### src/rtl/seg7_scan_ctrl_pkg.sv
// +--------------------------------------------------------------------+
// | seg7_pkg : shared types and constants for the 7-segment scanner    |
// | Rev 1.0                                                            |
// +--------------------------------------------------------------------+
`default_nettype none

package seg7_pkg;

    localparam logic [1:0] ADDR_DATA   = 2'd0;
    localparam logic [1:0] ADDR_CTRL   = 2'd1;
    localparam logic [1:0] ADDR_STATUS = 2'd2;

    localparam logic [6:0] SEG_OFF = 7'h7F;

    typedef enum logic [1:0] {
        IDLE  = 2'd0,
        BLANK = 2'd1,
        ON    = 2'd2
    } scan_state_t;

endpackage

`default_nettype wire

### src/rtl/seg7_scan_ctrl_if.sv
// +--------------------------------------------------------------------+
// | seg7_scan_ctrl_if : CPU register bus of the 7-segment scanner      |
// | Rev 1.0                                                            |
// +--------------------------------------------------------------------+
`default_nettype none

interface seg7_scan_ctrl_if;
    logic        we_i;
    logic        re_i;
    logic [1:0]  addr_i;
    logic [15:0] wdata_i;
    logic [15:0] rdata_o;

    modport master (output we_i, output re_i, output addr_i, output wdata_i, input rdata_o);
    modport slave  (input we_i, input re_i, input addr_i, input wdata_i, output rdata_o);
endinterface

`default_nettype wire

### src/rtl/seg7_scan_ctrl_hex_to_7seg.sv
// +--------------------------------------------------------------------+
// | hex_to_7seg : nibble to active-low {g,f,e,d,c,b,a} segments        |
// | Rev 1.0                                                            |
// +--------------------------------------------------------------------+
`default_nettype none

module hex_to_7seg
    import seg7_pkg::*;
(
    input  logic [3:0] nibble,
    output logic [6:0] seg
);

    always_comb begin
        seg = SEG_OFF;
        case (nibble)
            4'h0: seg = 7'h40;
            4'h1: seg = 7'h79;
            4'h2: seg = 7'h24;
            4'h3: seg = 7'h30;
            4'h4: seg = 7'h19;
            4'h5: seg = 7'h12;
            4'h6: seg = 7'h02;
            4'h7: seg = 7'h78;
            4'h8: seg = 7'h00;
            4'h9: seg = 7'h10;
            4'hA: seg = 7'h08;
            4'hB: seg = 7'h03;
            4'hC: seg = 7'h46;
            4'hD: seg = 7'h21;
            4'hE: seg = 7'h06;
            4'hF: seg = 7'h0E;
            default: seg = SEG_OFF;
        endcase
    end

endmodule

`default_nettype wire

### src/rtl/seg7_scan_ctrl.sv
// +--------------------------------------------------------------------+
// | seg7_scan_ctrl : CPU-facing 4-digit multiplexed 7-segment scanner  |
// | Rev 1.0                                                            |
// +--------------------------------------------------------------------+
`default_nettype none

module seg7_scan_ctrl
    import seg7_pkg::*;
#(
    parameter int CLK_HZ       = 10_000_000,
    parameter int REFRESH_HZ   = 1_000,
    parameter int BLANK_CYCLES = 100
) (
    input  logic                    clk_i,
    input  logic                    rst_i,
    seg7_scan_ctrl_if.slave         bus,
    output logic [6:0]              seg_o,
    output logic [3:0]              an_o,
    output logic                    frame_o
);

    localparam int SLOT = CLK_HZ / REFRESH_HZ;
    localparam int CW   = (SLOT > 1) ? $clog2(SLOT) : 1;

    if ((BLANK_CYCLES >= SLOT) || (SLOT < 2)) begin : g_bad_params
        $error("seg7_scan_ctrl: BLANK_CYCLES must be < SLOT and SLOT must be >= 2");
    end

    scan_state_t state, state_n;
    logic [CW-1:0] cnt, cnt_n;
    logic [1:0]    digit, digit_n;
    logic          load_act;
    logic          frame_pulse;

    logic [15:0]   data_stg;
    logic          ctrl_en;
    logic [3:0]    ctrl_mask;
    logic [15:0]   data_act;
    logic [3:0]    mask_act;

    logic [3:0]    cur_nibble;
    logic [6:0]    dec_seg;
    logic [6:0]    seg_n;
    logic [3:0]    an_n;
    logic [15:0]   rd_mux;

    // Register file and read port; a same-cycle read sees the pre-write value
    always_ff @(posedge clk_i or negedge rst_i) begin
        if (!rst_i) begin
            data_stg    <= '0;
            ctrl_en     <= 1'b0;
            ctrl_mask   <= '0;
            bus.rdata_o <= '0;
        end else begin
            if (bus.we_i) begin
                case (bus.addr_i)
                    ADDR_DATA: data_stg <= bus.wdata_i;
                    ADDR_CTRL: begin
                        ctrl_en   <= bus.wdata_i[0];
                        ctrl_mask <= bus.wdata_i[7:4];
                    end
                    default: ;
                endcase
            end
            if (bus.re_i) begin
                bus.rdata_o <= rd_mux;
            end
        end
    end

    always_comb begin
        rd_mux = '0;
        case (bus.addr_i)
            ADDR_DATA:   rd_mux = data_stg;
            ADDR_CTRL:   rd_mux = {8'h00, ctrl_mask, 3'b000, ctrl_en};
            ADDR_STATUS: rd_mux = {14'b0, digit};
            default:     rd_mux = '0;
        endcase
    end

    always_ff @(posedge clk_i or negedge rst_i) begin
        if (!rst_i) begin
            state    <= IDLE;
            cnt      <= '0;
            digit    <= '0;
            data_act <= '0;
            mask_act <= '0;
            seg_o    <= SEG_OFF;
            an_o     <= 4'hF;
        end else begin
            state <= state_n;
            cnt   <= cnt_n;
            digit <= digit_n;
            if (load_act) begin
                data_act <= data_stg;
                mask_act <= ctrl_mask;
            end
            seg_o <= seg_n;
            an_o  <= an_n;
        end
    end

    // Clearing enable wins over every other transition
    always_comb begin
        state_n     = state;
        cnt_n       = cnt;
        digit_n     = digit;
        load_act    = 1'b0;
        frame_pulse = 1'b0;
        if (!ctrl_en) begin
            state_n = IDLE;
            cnt_n   = '0;
            digit_n = '0;
        end else begin
            case (state)
                IDLE: begin
                    state_n  = BLANK;
                    cnt_n    = '0;
                    digit_n  = '0;
                    load_act = 1'b1;
                end
                BLANK: begin
                    cnt_n = cnt + CW'(1);
                    if (cnt == CW'(BLANK_CYCLES - 1)) begin
                        state_n = ON;
                    end
                end
                ON: begin
                    if (cnt == CW'(SLOT - 1)) begin
                        state_n = BLANK;
                        cnt_n   = '0;
                        digit_n = digit + 2'd1;
                        if (digit == 2'd3) begin
                            frame_pulse = 1'b1;
                            load_act    = 1'b1;
                        end
                    end else begin
                        cnt_n = cnt + CW'(1);
                    end
                end
                default: begin
                    state_n = IDLE;
                    cnt_n   = '0;
                    digit_n = '0;
                end
            endcase
        end
    end

    assign cur_nibble = data_act[{digit, 2'b00} +: 4];

    hex_to_7seg u_dec (
        .nibble (cur_nibble),
        .seg    (dec_seg)
    );

    always_comb begin
        seg_n = SEG_OFF;
        an_n  = 4'hF;
        if (ctrl_en && (state == ON) && !mask_act[digit]) begin
            seg_n = dec_seg;
            an_n  = ~(4'b0001 << digit);
        end
    end

    assign frame_o = frame_pulse;

endmodule

`default_nettype wire
### src/flat_wrapper.sv
// flat-port wrapper written by rule: the top's interface ports become plain ports
module seg7_scan_ctrl_flat import seg7_pkg::*;
#(
    parameter int CLK_HZ       = 10_000_000,
    parameter int REFRESH_HZ   = 1_000,
    parameter int BLANK_CYCLES = 100
)
  (clk_i, rst_i, seg_o, an_o, frame_o, bus_we_i, bus_re_i, bus_addr_i, bus_wdata_i, bus_rdata_o);
  seg7_scan_ctrl_if bus_i ();
  input  logic clk_i;
  input  logic rst_i;
  output logic [6:0] seg_o;
  output logic [3:0] an_o;
  output logic frame_o;
  input wire logic [$bits(bus_i.we_i)-1:0] bus_we_i;
  input wire logic [$bits(bus_i.re_i)-1:0] bus_re_i;
  input wire logic [$bits(bus_i.addr_i)-1:0] bus_addr_i;
  input wire logic [$bits(bus_i.wdata_i)-1:0] bus_wdata_i;
  output wire logic [$bits(bus_i.rdata_o)-1:0] bus_rdata_o;
  assign bus_i.we_i = bus_we_i;
  assign bus_i.re_i = bus_re_i;
  assign bus_i.addr_i = bus_addr_i;
  assign bus_i.wdata_i = bus_wdata_i;
  assign bus_rdata_o = bus_i.rdata_o;
  seg7_scan_ctrl #(.CLK_HZ(CLK_HZ), .REFRESH_HZ(REFRESH_HZ), .BLANK_CYCLES(BLANK_CYCLES)) u_core (.clk_i(clk_i), .rst_i(rst_i), .bus(bus_i), .seg_o(seg_o), .an_o(an_o), .frame_o(frame_o));
endmodule
### config.mk
export PLATFORM = sky130hd
export DESIGN_NAME = seg7_scan_ctrl_flat
export DESIGN_NICKNAME = d
export VERILOG_FILES = /design/src/rtl/seg7_scan_ctrl_pkg.sv /design/src/rtl/seg7_scan_ctrl_if.sv /design/src/rtl/seg7_scan_ctrl_hex_to_7seg.sv /design/src/rtl/seg7_scan_ctrl.sv /design/src/flat_wrapper.sv
export SDC_FILE = /design/constraint.sdc
export NUM_CORES = 1
export LEC_CHECK = 0
export CORE_ASPECT_RATIO = 1.25
export CORE_MARGIN = 4
export CORE_UTILIZATION = 45
export CTS_CLUSTER_SIZE = 16
export DETAILED_ROUTE_END_ITERATION = 8
export GPL_TIMING_DRIVEN = 1
export PLACE_DENSITY = 0.76
export SYNTH_ARGS = -nofsm -noshare
export SYNTH_HDL_FRONTEND = slang
export SYNTH_SLANG_ARGS = --single-unit
### constraint.sdc
create_clock -name clk_i -period 5.8 [get_ports clk_i]
set_clock_uncertainty 0.15 [all_clocks]
set_input_delay 0.58 -clock clk_i [delete_from_list [all_inputs] [get_ports clk_i]]
set_output_delay 0.58 -clock clk_i [all_outputs]
set_load 0.005 [all_outputs]
# After elaboration in Yosys (flattened, before gate mapping)

Memories as Yosys holds them, arrays and structs flattened.
Cells that the tools add are included.

Flip-flop bits (word level): 86
Bits in latches: 0
Memory bits (writable): 0
Bits in read-only memories: 112
Input port bits: 22
Output and inout port bits: 28
Memories: 1

Memory list:

| name             | depth | bits a word | rd ports | clocked after Yosys merged registers in | wr ports | RTL line                         | text |
|---|---|---|---|---|---|---|---|
| (name not given) | 16    | 7           | 1        | 0                                       | 0        | seg7_scan_ctrl_hex_to_7seg.sv:16 | `case (nibble)` |

Add/subtract/negate cells: 2
$mul: 0
Divide/modulo/power cells: 0
Order comparisons: 1
Eq/ne operators: 10
Shift-type cells: 2
Multiplexer cells: 21
Bitwise operators: 1
Reduce and logical (&&, ||, !) cells: 9

Operators with widths:

| operator                                             | count |
|---|---|
| case mux 16 bit (3 select lines)                     | 1 |
| 2-to-1 mux 14 bit                                    | 2 |
| case mux 14 bit (2 select lines)                     | 1 |
| indexed part select 16 x 5 -> 4 bit                  | 1 |
| adder 14 x 1 -> 14 bit, second input constant        | 1 |
| equality test 14 bit, second input constant          | 1 |
| equality test 14 x 7 -> 1 bit, second input constant | 1 |
| 2-to-1 mux 2 bit                                     | 5 |
| AND reduction 2 bit                                  | 4 |
| 2-to-1 mux 7 bit                                     | 1 |
| equality test 2 bit, second input constant           | 3 |
| 2-to-1 mux 1 bit                                     | 6 |
| != test 3 bit, second input constant                 | 2 |
| case mux 2 bit (3 select lines)                      | 1 |
| equality test 2 x 1 -> 1 bit, second input constant  | 2 |
| logical NOT 2 bit                                    | 2 |
| 2-to-1 mux 4 bit                                     | 1 |
| NOT 4 bit                                            | 1 |
| case mux 2 bit (2 select lines)                      | 1 |
| left shift 1 x 2 -> 4 bit, first input constant      | 1 |
| < comparator 2 x 3 -> 1 bit, second input constant   | 1 |
| adder 2 x 1 -> 2 bit, second input constant          | 1 |
| binary-select mux 1 bit (select 2 bit)               | 1 |
| logical AND 1 bit                                    | 2 |
| 3 further kinds                                      | 3 |

# Depth between registers and ports, before layout

Gate-level depths: netlist of run 1.

Word-level depth: 5
Depth in mapped cells: 8
Mapped depth without buffers: 7

# Cells and area by module

From an unflattened synthesis of run 1, not the netlist that was laid out.

Cells, all modules: 333
Area total of the unflattened synthesis: 4048.9 µm²

Modules (own cells, without submodules):

| module         | times used | cells each | area each (µm²) | sequential area each (µm²) |
|---|---|---|---|---|
| seg7_scan_ctrl | 1          | 300        | 3774.9          | 2165.8 |
| hex_to_7seg    | 1          | 33         | 274.0           | 0.0 |

# Worst setup path after synthesis of run 1

Ideal clock, no wire load.

Kind: reg-to-reg
From: register u_core.cnt[11]
To: register u_core.data_act[0]
Setup time: 125 ps
Arrival: 1880 ps
Required time: 5525 ps
Slack: 3644 ps
Stages on the path, launching flop included: 7
Path buffers: 1
Period minus slack after synthesis: 2156 ps
Path through: dfrtp_1 > or4_4 > nor4_4 > and3_1 > or2b_4 > buf_12 > mux2_4

Word-level cells in the longest chain between the ends: 4

RTL lines:

| element                         | RTL line              | text |
|---|---|---|
| start: declaration              | seg7_scan_ctrl.sv:30  | `logic [CW-1:0] cnt, cnt_n;` |
| start signal: assignment        | seg7_scan_ctrl.sv:92  | `cnt <= cnt_n;` |
| equality test 14 bit            | seg7_scan_ctrl.sv:129 | `if (cnt == CW'(SLOT - 1)) begin` |
| 2-to-1 mux 1 bit                | seg7_scan_ctrl.sv:129 |  |
| case mux 1 bit (2 select lines) | seg7_scan_ctrl.sv:115 | `case (state)` |
| 2-to-1 mux 1 bit                | seg7_scan_ctrl.sv:110 | `if (!ctrl_en) begin` |
| end signal: assignment          | seg7_scan_ctrl.sv:95  | `data_act <= data_stg;` |
| end: declaration                | seg7_scan_ctrl.sv:38  | `logic [15:0] data_act;` |

Every way passes these cells.
A chain may end at the register's enable or synchronous reset.

# Worst setup path after layout of run 1

From: register u_core.cnt[7]
To: output frame_o

Word-level cells in the longest chain between the ends: 4

RTL lines:

| element              | RTL line              | text |
|---|---|---|
| equality test 14 bit | seg7_scan_ctrl.sv:129 |  |
| 2-to-1 mux 1 bit     | seg7_scan_ctrl.sv:129 |  |
| 2-to-1 mux 1 bit     | seg7_scan_ctrl.sv:115 |  |
| 2-to-1 mux 1 bit     | seg7_scan_ctrl.sv:110 |  |
| end: declaration     | flat_wrapper.sv:14    | `output logic frame_o;` |

Every way passes these cells.

==> results of run 1 <==
area by class of cell:
cell class | instances | area (um2) | area share, %
Tap cell | 120 | 150.1 | 3.106
Clock buffer | 10 | 137.6 | 2.847
Clock inverter | 6 | 93.84 | 1.941
Inverter | 22 | 82.58 | 1.708
Timing Repair Buffer | 51 | 505.5 | 10.46
Multi-Input combinational cell | 205 | 1699 | 35.14
Sequential cell | 86 | 2166 | 44.80
worst reg2reg max path, delay by kind of cell (launching register included):
kind,cells,cell delay [ps]
mux,1,350
flops,1,430
simple gates,4,1380
power breakdown:
group | internal (W) | leakage (nW) | switching (W)
Combinational | 0.000269 | 0.871 | 0.000202
Sequential | 0.000715 | 1.07 | 0.0000784
Clock | 0.000257 | 0.113 | 0.000220
Total | 0.00124 | 2.05 | 0.000501
logic make-up (layout without fill, tap and decap cells):
logic type,after synthesis,in the layout
and+or+nand+nor,87,87
DFF,86,86
muxes,55,55
AOI/OAI and AO/OA,35,35
buffers and inverters,34,89
adders and majority gates,16,16
xor gates and xnor gates,12,12
path summary, 6_finish.rpt:
check / slack (ps) / depth (start not counted) / end
max: 2770 / 4 / frame_o
min: 360 / 1 / u_core.data_act[10]
max reg2reg: 3380 / 5 / u_core.data_act[8]
min reg2reg: 360 / 1 / u_core.data_act[10]
max in group asynchronous: 3960 / 3 / u_core.bus.rdata_o[12]
min in group asynchronous: 500 / 2 / u_core.cnt[13]
per-stage QoR:
stage	instances	area (um2)	setup WS, ps	util [%]
6_report	500	4835	2770	55.57
5_1_grt	500	4835	2617	55.57
3_5_place_dp	483	4593	2763	52.79
4_1_cts	500	4835	2724	55.57
2_1_floorplan	325	4028	3645	-
3_3_place_gp	483	4593	2831	52.79
per-layer routing:
metal	GRT usage, %	vias to the layer above
li1	-	1214
met1	20.60	1251
met2	24.20	60
met3	4.156	12
met4	6.940	0
met5	0	-
placed cells by master, fill, tap and decap left out, types with 2 or more instances in the layout:
master           instances
clkinv_4                 2
mux4_2                   5
nor2_1                  23
o31ai_1                  2
nor4_4                   2
nand3_1                 13
o22ai_1                  5
ha_1                    16
o211ai_1                 4
mux2_2                  22
nand2b_1                 2
clkbuf_8                10
clkdlybuf4s50_1         48
nand2_1                 31
mux2i_1                  8
nor3_1                   3
o21ai_0                 14
xor2_1                   5
bufinv_16                2
dfstp_2                 11
dfrtp_1                 75
a21oi_1                  5
buf_4                    2
mux2_4                  20
xnor2_1                  7
and3_1                   4
inv_1                   22
registers in the layout (all words and copies together) (netlist names):
signal / cells
u_core.state: 2
u_core.seg_o: 7
u_core.ctrl_en: 1
u_core.cnt: 14
u_core.data_stg: 16
u_core.ctrl_mask: 4
u_core.bus.rdata_o: 16
u_core.data_act: 16
u_core.mask_act: 4
u_core.digit: 2
u_core.an_o: 4
timing repair:
| item | 4_1_cts | 5_1_grt |
|---|---|---|
| hold buffers | 1 | 0 |
| buffers inserted | 0 | 0 |
| endpoints found under the hold margin | 13 | 0 |
==> results.toml, run 1 <==
[sta]
fin_setup_tns_ps = 0
slew_violations = 0
period_needed_ps = 3030
rsz0062_at_grt = "false"
setup_viol = 0
fmax_mhz = 330.1
holdWs_ps = 362.3
fin_crit_sh_pct = 52.24
relSlewSlack_pct = 18.17
worstMarginPinSlew_ps = 1222
finalHoldViolations = 0

[placement]
portBuffers = 49
gp_congestion = 0.8094
dp_hpwl_um = 5209

[floorplan]
core_mm2 = 0.008701
die_h_um = 113.8
die-area_mm2 = 0.01054
die_x_um = 92.62
rows = 38
pin_count = 50
initial_utilization_pct = 46.29

[logic_synthesis]
ys_ff_latch = 86
synthXorXnorAreaFrac_pct = 2.610
ys_seq_area_share_pct = 53.77
synthArstFlopShare_pct = 100.0
yosysUniqueCellTypes = 39
synth_area_mm2 = 0.004028
synth_top_family_by_area = "multiplexers"
synthFlopType = "dfrtp_1"
syn_area_per_cell_um2 = 12.39
synthSimpleGateAreaFrac_pct = 11.06
synth.largest_area_cell = "dfrtp_1"
synthMuxAreaShare_pct = 18.39
yosysMostFrequentCell = "dfrtp_1"
yosys-top-cells-count = "75 x dfrtp_1, 31 x nand2_1, 23 x nor2_1"
synth_compound_area_share_pct = 5.157
synthesis.nets = 363
netlist_instances = 325
synthTopCellsByArea = "dfrtp_1 47%, mux2_4 7.5%, dfstp_2 7.2%, mux2_2 6.2%, ha_1 5.0%"
synth-edff-count = 0
ys_warn_count = 0
synth_top_area_share_pct = 46.60
synth-adder-area-share_pct = 4.970

[critical_path]
crit_slowest_cell = "or4_4"
crit_family = "simple AND/OR/NAND/NOR gates"
end_kind = "primary output"
cp-startpoint = "u_core.cnt[7]"
critical_path_class = "reg2out"
path_buf_inv = 1
crit_path_start_kind = "flop"
worst_path_largest_cell_delay_ps = 550
cp_cell_sequence = "or4_4 -> nor4_4 -> and3_1 -> clkdlybuf4s50_1"
arrival_ps = 2300
cp_max_fo = 4
worst_r2r_startpoint = "u_core.cnt[7]"
worstPathRequired_ps = 5070

[global_routing]
grt-ovfl-total = 0
antenna_found_initial = 0
grt_usage_pct = 15.58
grt_max_degree = 63
grt_pass1_wl_um = 12930
first_global_vias = 2654

[layout]
nets = 413
final_layout_size_suffix_gt1_share_pct = 21.84
syn_to_final_growth_pct = 20.04
fillerInstances = 747
antenna_cells = 0

[drt]
via_count = 2537
wl_met2_um = 3491
drcViolationCount = 0
dr.max_layer_used = "met4"
antenna_left = 0
wl_met1_um = 3459
drtIter0Drc = 91
via_per_inst = 5.074
dr_wl_met3_um = 319
wl_um = 7413
wl_per_cell_um = 14.83
firstDrtPassIters = 5

[job]
drv_cap = 0

[power]
ir_worst_vdd_v = 0.0002139
power_w = 0.001742
p_leak_nw = 2.049
power_density_mw_per_mm2 = 360.4

[clocking]
clock_sinks = 86
htree_num_levels = 3
cts_tree = "yes"
clock_latency_ps = 360
tritoncts.num_buffers = 9
cts_repair_resize_count = 0
cts-root-buf = "clkbuf_8"
clk_pin_slew_ps = 90
cts_buffer_depth = 2

[min_path]
min_from = "u_core.data_act[10]"
hp-class = "reg2reg"

[status]
status = "finished, final reports clean"
No activity file was read; power rests on OpenSTA's default activity.
==> inputs of run 2 (changes only) <==
==> constraint.sdc (replaced) <==
create_clock -name clk_i -period 3.1 [get_ports clk_i]
set_clock_uncertainty 0.15 [all_clocks]
set_input_delay 0.31 -clock clk_i [delete_from_list [all_inputs] [get_ports clk_i]]
set_output_delay 0.31 -clock clk_i [all_outputs]
set_load 0.005 [all_outputs]
==> run 2 against run 1 <==
Against the previous run: the flow now finishes with violations (negative hold slack); cell count grew 0.20%; register-to-register slack lost 2700 ps; global-route usage shrank 0.23 points; combinational power grew 87%; worst setup slack lost 2400 ps; non-clock buffer count grew 1; die area is the same; clock-buffer cell count shrank 1; critical path depth is the same; clock power grew 74%; via count grew 0.16%.
==> results.toml, run 2 (same netlist as run 1, synthesis figures left out) <==
[clocking]
cts_setup_buffers = 0
cts-root-buf = "clkbuf_8"
clock_latency_ps = 360
cts_tree = "yes"
cts_repair_resize_count = 0
clock_sinks = 86
cts_buffer_depth = 2
tritoncts.num_buffers = 9
htree_num_levels = 3
clk_pin_slew_ps = 90
hold_buffers = 0

[floorplan]
rows = 38
die_x_um = 92.62
die_h_um = 113.8
initial_utilization_pct = 46.29
die-area_mm2 = 0.01054
pin_count = 50
core_mm2 = 0.008701

[layout]
final_common_cell = "dfrtp_1"
seq_area_mm2 = 0.002166
nets = 414
final_layout_size_suffix_gt1_share_pct = 22.31
top_regs = "u_core.bus.rdata_o: 16 flops, u_core.data_act: 16 flops, u_core.data_stg: 16 flops"
syn_to_final_growth_pct = 19.63
fillerInstances = 720
most-common-layout-cells = "75 x dfrtp_1, 48 x clkdlybuf4s50_1, 31 x nand2_1"
multi_input_area_mm2 = 0.001699
antenna_cells = 0

[sta]
period_needed_ps = 2727
fin_setup_tns_ps = 0
rsz0062_at_grt = "false"
worstMarginPinSlew_ps = 1036
holdWs_ps = -20.84
slew_violations = 0
setup_viol = 0
fmax_mhz = 366.7
fin_ws_ps = 372.8
finalHoldViolations = 10
relSlewSlack_pct = 30.91
fin_crit_sh_pct = 87.98

[critical_path]
arrival_ps = 2270
critical_path_class = "reg2out"
regToRegEndpoint = "u_core.data_act[3]"
cp_max_fo = 3
worst_r2r_startpoint = "u_core.cnt[11]"
reg2regPathDepth = 5
end_kind = "primary output"
regToRegSetupSlack_ps = 690
crit_path_start_kind = "flop"
worstPathRequired_ps = 2640

[drt]
antenna_left = 0
firstDrtPassIters = 4
via_per_inst = 5.072
wl_um = 7308
drtIter0Drc = 121
drcViolationCount = 0
via_count = 2541
wl_per_cell_um = 14.59

[global_routing]
antenna_found_initial = 0
grt_usage_pct = 15.35
grt_pass1_wl_um = 12890
first_global_vias = 2664
grt-ovfl-total = 0
grt_max_degree = 87

[placement]
gp_congestion = 0.8438
pre_cts_slack_ps = 702.7
portBuffers = 49
dp_hpwl_um = 5304

[power]
power_density_mw_per_mm2 = 664.4
intPower_w = 0.002233
power_w = 0.003201
swShare_pct = 30.24
seq_power_share_pct = 46.5
switchingPower_w = 0.0009680
p_leak_nw = 2.047
p_clk_share_pct = 26.0
ir_worst_vdd_v = 0.0003629
combPwrFrac_pct = 27.5

[job]
drv_cap = 0

[status]
violations = "negative hold slack"
status = "complete, but fails checks"

[min_path]
hp-class = "in2async"
[run 2: worst max path at each step]
stage	from	to	slack, ps	cells after the start
after global placement	u_core.cnt[11]	u_core.data_act[14]	740	5
after CTS	u_core.cnt[11]	frame_o	340	4
after global routing	u_core.cnt[0]	frame_o	250	5
after floorplan	u_core.cnt[11]	u_core.data_act[0]	940	6
after detailed placement	u_core.cnt[11]	u_core.data_act[5]	700	5
final	u_core.cnt[11]	frame_o	370	4
[run 2: per-stage QoR]
step           std cells  area, um2  util [%]
6_report             501       4818     55.38
5_1_grt              501       4818     55.38
4_1_cts              501       4818     55.38
3_5_place_dp         485       4608     52.96
3_3_place_gp         485       4608     52.96
2_1_floorplan        325       4028         -
[run 2: critical path, cell delays in order (launching register included)]
cell,delay (ps)
dfrtp_1,410
or4_4,560
nor4_4,180
and3_1,240
clkdlybuf4s50_1,510
[run 2: final cells by class]
type,instances,area share [%]
Clock buffer,9,2.571
Timing Repair Buffer,52,10.59
Multi-Input combinational cell,205,35.26
Inverter,22,1.714
Tap cell,120,3.116
Clock inverter,7,1.792
Sequential cell,86,44.95
[run 2: power by group through the flow]
| stage | sequential [W] | combinational (W) | clock (W) |
|---|---|---|---|
| final | 0.00149 | 0.000881 | 0.000831 |
| after detailed placement | 0.00151 | 0.000883 | 0 |
| after CTS | 0.00149 | 0.000890 | 0.000847 |
| after floorplan | 0.00145 | 0.000733 | 0 |
| after global routing | 0.00152 | 0.000972 | 0.000902 |
| after global placement | 0.00150 | 0.000847 | 0 |
[run 2: routing by layer]
metal / up-vias / global-route usage (%) / part of all wire [%]
met3: 16 / 2.639 / 3.7
met1: 1248 / 20.72 / 46
li1: 1222 / - / -
met4: 0 / 7.722 / 2.9
met2: 55 / 24.01 / 47
met5: - / 0 / 0
